## config.mk

```make
export PLATFORM = sky130hd
export DESIGN_NAME = fetch_stage
export DESIGN_NICKNAME = d
export VERILOG_FILES = /design/src/rtl/fetch_pkg.sv /design/src/rtl/fetch_inst_buf.sv /design/src/rtl/fetch_stage.sv
export SDC_FILE = /design/constraint.sdc
export NUM_CORES = 1
export LEC_CHECK = 0
export BUFFER_PORTS_ARGS = -buffer_cell sky130_fd_sc_hd__buf_2
export CORE_AREA = 2 2 97 99
export DETAILED_ROUTE_END_ITERATION = 8
export DIE_AREA = 0 0 99 101
export PLACE_DENSITY = 0.84
export SYNTH_ARGS = -nofsm -noshare
export SYNTH_HDL_FRONTEND = slang
export SYNTH_SLANG_ARGS = --single-unit
```

## constraint.sdc

```tcl
create_clock -name clk -period 5 [get_ports clk]
set_clock_uncertainty 0.15 [all_clocks]
set_input_delay 0 -clock clk [delete_from_list [all_inputs] [get_ports clk]]
set_output_delay 0 -clock clk [all_outputs]
set_load 0.02 [all_outputs]
```

## src/rtl/fetch_pkg.sv

```systemverilog
// Shared types and constants for the instruction-fetch stage.
package fetch_pkg;

  typedef enum logic [1:0] {
    RUN    = 2'd0,
    WAIT   = 2'd1,
    DRAIN  = 2'd2,
    HALTED = 2'd3
  } fetch_state_t;

  typedef struct packed {
    logic [15:0] instr;
    logic [15:0] pc_next;
  } fetch_entry_t;

  localparam logic [15:0] FETCH_NOP       = 16'h0800;
  localparam int          FETCH_BUF_DEPTH = 2;

endpackage

```

## src/rtl/fetch_inst_buf.sv

```systemverilog
// Two-entry instruction FIFO; head is presented combinationally, flush wins over push/pop.
module fetch_inst_buf
  import fetch_pkg::*;
(
  input  logic         clk,
  input  logic         rst,
  input  logic         push,
  input  logic         pop,
  input  logic         flush,
  input  fetch_entry_t entry,
  output logic [1:0]   count,
  output fetch_entry_t head
);

  fetch_entry_t mem [FETCH_BUF_DEPTH];
  logic         rd_ptr;
  logic         wr_ptr;
  logic         push_ok;
  logic         pop_ok;

  // A push into a full buffer is only legal when the head leaves in the same cycle.
  assign pop_ok  = pop && (count != 2'd0);
  assign push_ok = push && ((count != 2'(FETCH_BUF_DEPTH)) || pop_ok);
  assign head    = mem[rd_ptr];

  always_ff @(posedge clk or negedge rst) begin
    if (!rst) begin
      for (int i = 0; i < FETCH_BUF_DEPTH; i++) mem[i] <= '0;
      rd_ptr <= 1'b0;
      wr_ptr <= 1'b0;
      count  <= 2'd0;
    end else if (flush) begin
      rd_ptr <= 1'b0;
      wr_ptr <= 1'b0;
      count  <= 2'd0;
    end else begin
      if (push_ok) begin
        mem[wr_ptr] <= entry;
        wr_ptr      <= ~wr_ptr;
      end
      if (pop_ok) rd_ptr <= ~rd_ptr;
      count <= count + {1'b0, push_ok} - {1'b0, pop_ok};
    end
  end

endmodule

```

## src/rtl/fetch_stage.sv

```systemverilog
// Instruction-fetch stage: PC, single-outstanding imem request, 2-entry buffer, redirect/halt.
// Optional FETCH_ALIGN_CHECK_EN: odd redirect targets set sticky err and are forced even.
module fetch_stage
  import fetch_pkg::*;
#(
  parameter logic [15:0] RESET_PC = 16'h0000,
  parameter logic [15:0] NOP_INST = FETCH_NOP
) (
  input  logic         clk,
  input  logic         rst,
  input  logic         stall_in,
  input  logic         redirect_in,
  input  logic [15:0]  redirect_pc,
  input  logic         halt_in,
  output logic         imem_req,
  output logic [15:0]  imem_addr,
  input  logic         imem_gnt,
  input  logic         imem_rvalid,
  input  logic [15:0]  imem_rdata,
  output logic         inst_valid,
  output logic [15:0]  instruction,
  output logic [15:0]  pc_next,
  output logic         err,
  output fetch_state_t dbg_state
);

  fetch_state_t state;
  logic [15:0]  pc;
  logic [15:0]  issued_addr;
  logic [15:0]  target;
  logic [1:0]   count;
  fetch_entry_t head;
  fetch_entry_t push_entry;
  logic         can_req;
  logic         fire;
  logic         pop;
  logic         push;
  logic         flush;
  logic         redir_go;
  logic         pending_after;

  // Handshakes: a request transfers when imem_req && imem_gnt in the same cycle; exactly one
  // imem_rvalid answers it later. Downstream consumes the head when inst_valid && !stall_in.
  assign inst_valid = (count != 2'd0) && (state != HALTED);
  assign pop        = inst_valid && !stall_in;
  assign redir_go   = redirect_in && !halt_in && (state != HALTED);

  always_comb begin
    can_req = 1'b0;
    case (state)
      RUN:     can_req = (count < 2'(FETCH_BUF_DEPTH));
      WAIT:    can_req = imem_rvalid && ((count == 2'd0) || ((count == 2'd1) && pop));
      default: can_req = 1'b0;
    endcase
  end

  assign imem_req  = rst && can_req && !redirect_in && !halt_in;
  assign fire      = imem_req && imem_gnt;
  assign imem_addr = pc;

  // A response in flight (or granted right now) must be swallowed after a redirect.
  assign pending_after = (((state == WAIT) || (state == DRAIN)) && !imem_rvalid) || imem_gnt;

  assign push       = (state == WAIT) && imem_rvalid && !redir_go && !halt_in;
  assign flush      = halt_in || redir_go || (state == HALTED);
  assign push_entry = {imem_rdata, issued_addr + 16'd2};

  fetch_inst_buf u_buf (
    .clk   (clk),
    .rst   (rst),
    .push  (push),
    .pop   (pop),
    .flush (flush),
    .entry (push_entry),
    .count (count),
    .head  (head)
  );

  assign instruction = inst_valid ? head.instr : NOP_INST;
  assign pc_next     = inst_valid ? head.pc_next : pc + 16'd2;
  assign dbg_state   = state;

`ifdef FETCH_ALIGN_CHECK_EN
  logic err_q;
  assign target = {redirect_pc[15:1], 1'b0};
  assign err    = err_q;

  always_ff @(posedge clk or negedge rst) begin
    if (!rst) err_q <= 1'b0;
    else if (redir_go && redirect_pc[0]) err_q <= 1'b1;
  end
`else
  assign target = redirect_pc;
  assign err    = 1'b0;
`endif

  always_ff @(posedge clk or negedge rst) begin
    if (!rst) begin
      state       <= RUN;
      pc          <= RESET_PC;
      issued_addr <= RESET_PC;
    end else begin
      if (fire) issued_addr <= pc;
      if (halt_in || (state == HALTED)) begin
        state <= HALTED;
      end else if (redirect_in) begin
        pc    <= target;
        state <= pending_after ? DRAIN : RUN;
      end else begin
        if (fire) pc <= pc + 16'd2;
        case (state)
          RUN:     if (fire) state <= WAIT;
          WAIT:    if (imem_rvalid) state <= fire ? WAIT : RUN;
          DRAIN:   if (imem_rvalid) state <= RUN;
          default: state <= HALTED;
        endcase
      end
    end
  end

endmodule

```

==> reports/qor.yml, run 1 <==
status:
  status: "complete, no violations"
sta:
  finalSetupTns_ps: 0
  slew_viol_final: 0
  fin_crit_ps: 3110
  hold_violations: 0
  setup_viol: 0
  worst-slew-pin-transition_ps: 1140
  timing.fmax_mhz: 322
  slew_headroom: 0.229
  rsz0062_at_grt: "no"
  period_share: 0.622
critical_path:
  crit_fanout: 13
  startpoint_type: "flop"
  cp_cell_sequence: "ha_1, nor2_1, o311a_1, nand2_1, o21ai_0, a21oi_1, dlygate4sd3_1"
  required_ps: 5100
  critPathKind: "reg -> reg"
  critPathMaxStageDelay_ps: 570
  cpLargestDelayFamily: "compound AO/OA/AOI/OAI gates"
  cp_num_buf_inv: 1
  crit_path_end_kind: "flop"
  crit_slowest_cell: "dlygate4sd3_1"
  arrival_ps: 3210
finish:
  area_growth_pct: 20.8
  drive_above_1_share: 0.273
  diodes: 0
  nNetsFinal: 671
  fillers: 614
  fin_util: 0.718
floorplanning:
  initial_core_util: 0.595
  die_y_um: 101
  die-area_sq_mm: 0.0100
  die_x_um: 99
  io_pins: 92
  fp-row-count: 35
  coreArea_sq_mm: 0.00898
global_route:
  grt_pass1_vias: 4489
  grt_use_total: 0.277
  overflow: 0
  grt_max_degree: 63
  antenna_found_initial: 0
  grt_pass1_wl_um: 22000
clocking:
  clockBufferDepth: 2
  ctsHtreeMaxLevel: 3
  root_buffer: "clkbuf_8"
  cts_setup_buffers: 0
  clk_pin_slew_ps: 100
  cts_sinks: 102
  cts_tree: "yes"
  cts_buffers: 9
  clk_latency_ps: 370
synth:
  yosys-top-cells-area: "dfrtp_1, mux2_2, mux2i_1"
  synth_top_family_by_area: "multiplexers"
  syn_nets: 555
  synth_top_cell_area_share: 0.478
  synth_edf_count: 0
  yosys.area_share.simple: 0.125
  ys_seq_elements: 102
  ys_async_sr_fraction: 1.00
  synth-compound-area-share: 0.118
  netlist_area_sq_mm: 0.00534
  syn_inst: 508
  synthAdderAreaFrac: 0.0187
  netlist-cell-type-count: 48
  yosysTopAreaCell: "dfrtp_1"
  netlist_top_cells_count: "dfrtp_1, mux2_2, nor2_1"
  synth_xor_xnor_area_share: 0.0476
  synth_most_common_cell: "dfrtp_1"
  ys.flop_type: "dfrtp_1"
  muxShareOfSynthArea: 0.172
  seq_area_frac_synth: 0.478
  yosysWarnings: 0
  avgSynthCellArea_sq_um: 10.5
detailed_routing:
  drt_iter0_markers: 346
  wire_per_inst_um: 18.0
  drtPass1Iterations: 5
  antenna_left: 0
  drc_errors: 0
  drt-total-wl_um: 13300
  via_per_inst: 5.98
  num_vias: 4428
power_and_ir_drop:
  p_sw_uw: 367
  seqPwrFrac: 0.563
  power.leakage_nw: 3.00
  p_int_mw: 1.14
  pwr-share-clk: 0.366
  combPwrFrac: 0.072
  sw_frac_of_total: 0.243
  powerDensity_mw_per_mm2: 234
  ir_worst_vdd_v: 0.000167
placement:
  gp_congestion: 0.951
  portBuffers: 90
  dpl.hpwl_um: 8780
run:
  drv_cap: 0
min_path:
  hold_path_class: "in -> async"
## power by group through the flow
stage	Sequential [mW]	Clock, mW	Combinational, mW
after floorplan	0.866	0	0.0350
after global placement	0.865	0	0.0831
after detailed placement	0.866	0	0.0857
after CTS	0.850	0.559	0.108
after global routing	0.852	0.596	0.120
final	0.850	0.553	0.108
## kinds of logic after synthesis
family	after synthesis
AO/OA/AOI/OAI	102
XOR/XNOR	29
adder cells (fa/ha/maj)	8
buffers and inverters	45
flip-flops	102
multiplexers	85
other	1
AND/OR/NAND/NOR	136
## registers in the layout (all words and copies together), names as in the netlist
name          cells
u_buf.mem        64
u_buf.count       2
u_buf.rd_ptr      1
imem_addr        16
issued_addr      16
u_buf.wr_ptr      1
dbg_state         2
## area by class of cell
class | count | area (sq um) | area share
clock inverter | 6 | 75.1 | 0.0116
multi-input combinational | 361 | 2570 | 0.399
inverter | 11 | 41.3 | 0.00640
timing repair buffer | 139 | 931 | 0.144
sequential | 102 | 2550 | 0.396
clock buffer | 10 | 138 | 0.0213
tap | 111 | 139 | 0.0215
## cells in the final DEF, fill, tap and decap left out, types with 5 or more instances in the layout
cell	count
nand3_1	14
nand4_1	5
and3_1	7
mux2i_1	31
inv_1	11
xnor2_1	15
o21ai_0	35
nand2_1	38
a21oi_1	28
dfrtp_1	101
nor2_1	46
clkbuf_8	10
mux2_2	54
dlygate4sd3_1	44
buf_2	89
o22ai_1	10
xor2_1	14
buf_4	6
ha_1	8
## per-stage QoR
| step | std cells | area, sq um | hold slack [ps] | setup slack (ps) | power [mW] |
|---|---|---|---|---|---|
| detailed placement | 680 | 5800 | -125 | 2100 | 0.952 |
| finish | 740 | 6450 | 13.0 | 1890 | 1.51 |
| floorplan | 508 | 5340 | -446 | 2750 | 0.901 |
| CTS | 740 | 6450 | 32.3 | 2040 | 1.52 |
| global route | 740 | 6450 | 77.9 | 1710 | 1.57 |
| global placement | 680 | 5800 | -130 | 2280 | 0.948 |
## worst reg2reg max path: cells and delay by family (launching register included)
kind | cells | cell delay, ps
compound gates | 3 | 900
buf+inv | 1 | 570
flops | 1 | 440
simple gates | 2 | 650
fa+ha+maj | 1 | 290
## final timing paths
kind                         startpoint             end  slack, ps  cells past startpoint
setup / recovery           dbg_state[0]    imem_addr[5]       1890                      7
hold / removal                      rst   u_buf.mem[14]         10                      2
setup reg to reg           dbg_state[0]    imem_addr[5]       1890                      7
hold reg to reg            u_buf.mem[9]    u_buf.mem[9]        340                      2
max in group asynchronous           rst  issued_addr[8]       3500                      3
min in group clk            redirect_in    imem_addr[8]         70                      3
## timing repair
item	CTS	global route
gates resized for setup	0	0
endpoints found under the hold margin	92	0
hold buffers	44	0
## routing by layer
metal	wire, um	vias up	GRT usage
met5	0	-	0
met3	742	36	0.0409
li1	-	2037	-
met1	5560	2181	0.373
met2	6610	174	0.450
met4	384	0	0.123
Note: power is estimated with default switching activity, not from simulation.
==> run 2, diff against run 1 <==
CORE_AREA = 2 2 106 108   (was 2 2 97 99)
DIE_AREA = 0 0 108 110   (was 0 0 99 101)
PLACE_DENSITY = 0.75   (was 0.84)
clock period = 2.8 ns   (was 5 ns; I/O delays follow)
==> reports/qor.yml, run 2 (synthesized netlist as in run 1, its figures left out) <==
global_route:
  grt_use_total: 0.238  # was 0.277
  grt_pass1_wl_um: 22200  # was 22000 um
  grt_pass1_vias: 4453  # was 4489
  antenna_found_initial: 0  # unchanged
  grt_max_degree: 72  # was 63
  overflow: 0  # unchanged
floorplanning:
  die_y_um: 110  # was 101 um
  die_x_um: 108  # was 99 um
  coreArea_sq_mm: 0.0107  # was 0.00898 sq mm
  fp-row-count: 38  # was 35
  die-area_sq_mm: 0.0119  # was 0.0100 sq mm
  io_pins: 92  # unchanged
  initial_core_util: 0.499  # was 0.595
finish:
  final_common_cell: "dfrtp_1"  # unchanged
  final_area_sq_mm: 0.00652  # was 0.00645 sq mm
  drive_above_1_share: 0.283  # was 0.273
  seq_area_sq_mm: 0.00255  # about the same
  mostFrequentLayoutCells: "dfrtp_1, buf_2, mux2_2, nor2_1, dlygate4sd3_1"  # unchanged
  fillers: 933  # was 614
  largest-register: "u_buf.mem"  # unchanged
  largest_reg_flops: 64  # unchanged
  multi_input_area_sq_mm: 0.00257  # unchanged
  diodes: 0  # unchanged
  nNetsFinal: 674  # was 671
  area_growth_pct: 22.0  # was 20.8%
critical_path:
  r2r-end: "dbg_state[1]"  # was imem_addr[5]
  crit_path_end_kind: "flop"  # unchanged
  critPathMaxStageDelay_ps: 610  # was 570 ps
  startpoint_type: "flop"  # unchanged
  cp_cell_sequence: "inv_1, ha_1, nor2b_1, o21ai_1, dlygate4sd3_1, o311ai_0, dlygate4sd3_1"  # was ha_1, nor2_1, o311a_1, nand2_1, o21ai_0, a21oi_1, dlygate4sd3_1
  r2r_slack_ps: 160  # was 1890 ps
  required_ps: 2900  # was 5100 ps
  crit_top_cell: "dlygate4sd3_1"
  reg2reg_from: "dbg_state[1]"  # was dbg_state[0]
  arrival_ps: 2740  # was 3210 ps
  ff2ff_path_depth: 7  # unchanged
  crit_slowest_cell: "dlygate4sd3_1"  # unchanged
  crit_fanout: 4  # was 13
  critPathKind: "reg -> reg"  # unchanged
power_and_ir_drop:
  sw_frac_of_total: 0.246  # was 0.243
  power.leakage_nw: 3.01  # was 3.00 nW
  seqPwrFrac: 0.566  # was 0.563
  powerDensity_mw_per_mm2: 411  # was 234 mW/mm^2
  p_int_mw: 2.02  # was 1.14 mW
  pwr-share-clk: 0.360  # was 0.366
  p_sw_uw: 659  # was 367 uW
  ir_worst_vdd_v: 0.000369  # was 0.000167 V
  combPwrFrac: 0.074  # was 0.072
clocking:
  clk_pin_slew_ps: 100  # about the same
  ctsHtreeMaxLevel: 3  # unchanged
  cts_sinks: 102  # unchanged
  clk_latency_ps: 370  # about the same
  cts_setup_buffers: 0  # unchanged
  clockBufferDepth: 2  # unchanged
  cts_tree: "yes"  # unchanged
  cts_buffers: 9  # unchanged
  root_buffer: "clkbuf_8"  # unchanged
placement:
  portBuffers: 90  # unchanged
  gp_congestion: 0.940  # was 0.951
  place_area_sq_mm: 0.00590  # was 0.00580 sq mm
  dpl.hpwl_um: 9000  # was 8780 um
sta:
  slew_headroom: 0.397  # was 0.229
  slew_viol_final: 0  # unchanged
  fin_crit_ps: 2640  # was 3110 ps
  worst-slew-pin-transition_ps: 905  # was 1140 ps
  period_share: 0.942  # was 0.622
  hold_violations: 0  # unchanged
  finalSetupTns_ps: 0  # unchanged
  rsz0062_at_grt: "no"  # unchanged
  timing.fmax_mhz: 379  # was 322 MHz
  setup_viol: 0  # unchanged
detailed_routing:
  drt-total-wl_um: 13400  # was 13300 um
  drt_iter0_markers: 262  # was 346
  via_per_inst: 5.65  # was 5.98
  num_vias: 4364  # was 4428
  antenna_left: 0  # unchanged
  wire_per_inst_um: 17.4  # was 18.0 um
  drtPass1Iterations: 5  # unchanged
  drc_errors: 0  # unchanged
status:
  status: "complete, no violations"  # unchanged
min_path:
  hold_path_class: "in -> async"  # unchanged
run:
  drv_cap: 0  # unchanged
==> run 2: cell count changes in the layout (fill, tap and decap cells not counted) <==
| cell | change |
|---|---|
| o21ai_0 | -1 |
| clkinv_2 | +1 |
| dlygate4sd3_1 | -3 |
| buf_12 | +2 |
| buf_4 | +4 |
| o21ai_1 | +1 |
| dfrtp_2 | +1 |
| clkbuf_8 | -1 |
| dfrtp_1 | -1 |
==> run 2: worst max path at each step <==
stage,start,endpoint,slack (ps),cells past startpoint
3_5_place_dp,dbg_state[0],imem_addr[10],380,6
3_3_place_gp,dbg_state[0],u_buf.mem[19],550,6
5_1_grt,dbg_state[0],dbg_state[1],20,7
6_report,dbg_state[1],dbg_state[1],160,7
4_1_cts,dbg_state[0],dbg_state[1],180,7
2_1_floorplan,dbg_state[0],u_buf.mem[54],550,6
==> run 2: power groups by stage <==
| stage | clock, mW | sequential, mW | combinational, mW |
|---|---|---|---|
| 2_1_floorplan | 0 | 1.55 | 0.0625 |
| 3_3_place_gp | 0 | 1.54 | 0.152 |
| 3_5_place_dp | 0 | 1.55 | 0.155 |
| 4_1_cts | 0.991 | 1.52 | 0.197 |
| 5_1_grt | 1.05 | 1.52 | 0.218 |
| 6_report | 0.964 | 1.52 | 0.198 |
==> run 2: through the flow <==
stage / std cells / setup slack [ps] / utilization / power [mW] / hold slack [ps]
CTS: 772 / 182 / 0.609 / 2.70 / 58.9
floorplan: 508 / 547 / - / 1.61 / -446
global placement: 715 / 551 / 0.552 / 1.70 / -87.5
global route: 772 / 23.2 / 0.609 / 2.79 / 87.6
detailed placement: 715 / 384 / 0.552 / 1.70 / -79.3
finish: 772 / 161 / 0.609 / 2.68 / 64.5
==> run 2: cell type report <==
class | instances | area share
inverters | 11 | 0.00634
repair buffers | 142 | 0.149
clock buffers | 9 | 0.0190
multi-input cells | 361 | 0.395
well taps | 140 | 0.0269
flip-flops and latches | 102 | 0.392
clock inverters | 7 | 0.0123
==> run 2: per-layer routing <==
metal,track usage,up-vias,wire length (um)
li1,-,2047,-
met1,0.300,2089,5700
met2,0.410,192,6540
met3,0.0558,36,897
met4,0.0751,0,301
met5,0,-,0
==> run 2: worst max-delay path: cells and delay by family (launching register included) <==
family                   cells  cell delay (ps)
flip-flops                   1              420
AO/OA/AOI/OAI                2              300
adder cells (fa/ha/maj)      1              230
buffers and inverters        3             1300
AND/OR/NAND/NOR              1              130
==> run 2: what timing repair did <==
action | in CTS | in global routing
endpoints found under the hold margin | 83 | 0
resized for setup | 0 | 2
endpoints found under the setup margin | 0 | 1
hold buffers | 41 | 0
==> run 3, diff against run 2 <==
CORE_AREA = 2 2 101 103   (was 2 2 106 108)
DIE_AREA = 0 0 103 105   (was 0 0 108 110)
PLACE_DENSITY = 0.79   (was 0.75)
clock period = 2.7 ns   (was 2.8 ns; I/O delays follow)
==> reports/qor.yml, run 3 (synthesized netlist as in run 1, its figures left out) <==
critical_path:
  startpoint_type: "flop"  # unchanged
  crit_fanout: 37  # was 4
  cp_cell_sequence: "ha_1, or2_2, buf_4, nor2_1, buf_2"  # was inv_1, ha_1, nor2b_1, o21ai_1, dlygate4sd3_1, o311ai_0, dlygate4sd3_1
  crit_slowest_cell: "or2_2"  # was dlygate4sd3_1
  required_ps: 2550  # was 2900 ps
  ff2ff_path_depth: 7  # unchanged
  reg2reg_from: "dbg_state[0]"  # was dbg_state[1]
  crit_path_end_kind: "output pin"  # was flop
  arrival_ps: 2320  # was 2740 ps
  critPathKind: "reg -> out"  # was reg -> reg
  cp-startpoint: "dbg_state[0]"  # was dbg_state[1]
  critPathMaxStageDelay_ps: 580  # was 610 ps
placement:
  portBuffers: 90  # unchanged
  dpl.hpwl_um: 8850  # was 9000 um
  gp_congestion: 0.836  # was 0.940
  place_area_sq_mm: 0.00591  # was 0.00590 sq mm
global_route:
  overflow: 0  # unchanged
  grt_use_total: 0.254  # was 0.238
  grt_pass1_vias: 4362  # was 4453
  grt_max_degree: 70  # was 72
  antenna_found_initial: 0  # unchanged
  grt_pass1_wl_um: 21500  # was 22200 um
min_path:
  hold_path_class: "in -> reg"  # was in -> async
  whs_path_depth: 4
  worstHoldStart: "imem_rvalid"
detailed_routing:
  drtPass1Iterations: 5  # unchanged
  wire_per_inst_um: 17.0  # was 17.4 um
  num_vias: 4403  # was 4364
  drc_errors: 0  # unchanged
  antenna_left: 0  # unchanged
  via_per_inst: 5.76  # was 5.65
  drt-total-wl_um: 13000  # was 13400 um
  drt_iter0_markers: 302  # was 262
floorplanning:
  die_x_um: 103  # was 108 um
  coreArea_sq_mm: 0.00964  # was 0.0107 sq mm
  io_pins: 92  # unchanged
  die-area_sq_mm: 0.0108  # was 0.0119 sq mm
  die_y_um: 105  # was 110 um
  initial_core_util: 0.554  # was 0.499
  fp-row-count: 36  # was 38
sta:
  slew_viol_final: 0  # unchanged
  hold_violations: 0  # unchanged
  worst-slew-pin-transition_ps: 878  # was 905 ps
  period_share: 0.914
  rsz0062_at_grt: "no"  # unchanged
  whs_ps: 55.0  # was 64.5 ps
  fin_crit_ps: 2470
  finalSetupTns_ps: 0  # unchanged
  setup_viol: 0  # unchanged
  timing.fmax_mhz: 405
  slew_headroom: 0.415  # was 0.397
finish:
  final_common_cell: "dfrtp_1"  # unchanged
  nNetsFinal: 675  # was 674
  area_growth_pct: 21.7  # was 22.0%
  mostFrequentLayoutCells: "dfrtp_1, buf_2, mux2_2, nor2_1"  # was dfrtp_1, buf_2, mux2_2, nor2_1, dlygate4sd3_1
  largest_reg_flops: 64  # unchanged
  drive_above_1_share: 0.285  # was 0.283
  largest-register: "u_buf.mem"  # unchanged
  final_area_sq_mm: 0.00650  # was 0.00652 sq mm
  diodes: 0  # unchanged
clocking:
  clk_pin_slew_ps: 90  # was 100 ps
  cts_tree: "yes"  # unchanged
  ctsHtreeMaxLevel: 3  # unchanged
  cts-resized-gates: 0  # unchanged
  clockBufferDepth: 2  # unchanged
  cts_setup_buffers: 0  # unchanged
  cts_buffers: 9  # unchanged
  cts_sinks: 102  # unchanged
  clk_latency_ps: 370  # about the same
  root_buffer: "clkbuf_8"  # unchanged
power_and_ir_drop:
  pwr-share-clk: 0.370  # was 0.360
  powerDensity_mw_per_mm2: 434  # was 411 mW/mm^2
  seqPwrFrac: 0.558  # was 0.566
  combPwrFrac: 0.072  # was 0.074
  p_int_mw: 2.17  # was 2.02 mW
  power.leakage_nw: 3.01  # about the same
  p_sw_uw: 649  # was 659 uW
  power_mw: 2.82  # was 2.68 mW
  ir_worst_vdd_v: 0.000358  # was 0.000369 V
  sw_frac_of_total: 0.230  # was 0.246
status:
  status: "complete, no violations"  # unchanged
run:
  drv_cap: 0  # unchanged
run 3: worst paths after layout:
kind | endpoint | slack (ps)
hold / removal | dbg_state[1] | 50
setup reg to reg | u_buf.mem[7] | 280
hold reg to reg | u_buf.mem[10] | 340
setup / recovery | instruction[7] | 230
min in group asynchronous | imem_addr[11] | 250
max in group asynchronous | issued_addr[11] | 1150
run 3: stage by stage:
stage	utilization	setup WS (ps)	cells
finish	0.674	232	764
global route	0.674	42.8	764
CTS	0.674	224	764
detailed placement	0.613	340	712
global placement	0.613	437	712
floorplan	-	447	508
run 3: layout make-up:
class | instances | area [sq um]
clock buffers | 9 | 124
inverters | 11 | 41.3
well taps | 133 | 166
multi-input cells | 361 | 2570
repair buffers | 143 | 958
flip-flops and latches | 102 | 2550
clock inverters | 5 | 85.1
fillers | 759 | 3140
run 3: power by group through the flow:
| stage | clock (mW) | sequential (mW) | combinational (mW) |
|---|---|---|---|
| finish | 1.04 | 1.57 | 0.204 |
| global route | 1.12 | 1.58 | 0.226 |
| CTS | 1.06 | 1.57 | 0.203 |
| detailed placement | 0 | 1.60 | 0.160 |
| global placement | 0 | 1.60 | 0.156 |
| floorplan | 0 | 1.60 | 0.0648 |
run 3: critical path, delay by kind of cell, from the launching register on:
| kind | cells | cell delay [ps] |
|---|---|---|
| AND/OR/NAND/NOR | 2 | 730 |
| flip-flops | 1 | 430 |
| buffers and inverters | 2 | 500 |
| adder cells (fa/ha/maj) | 1 | 280 |
run 3: routing by layer:
layer	GRT usage	wire length [um]
met5	0	0
met4	0.0799	306
met3	0.0635	879
met2	0.418	6600
met1	0.325	5240
run 3: timing repair:
item,4_1_cts,5_1_grt
setup endpoints to repair,0,0
hold buffers,38,0
endpoints found under the hold margin,118,0
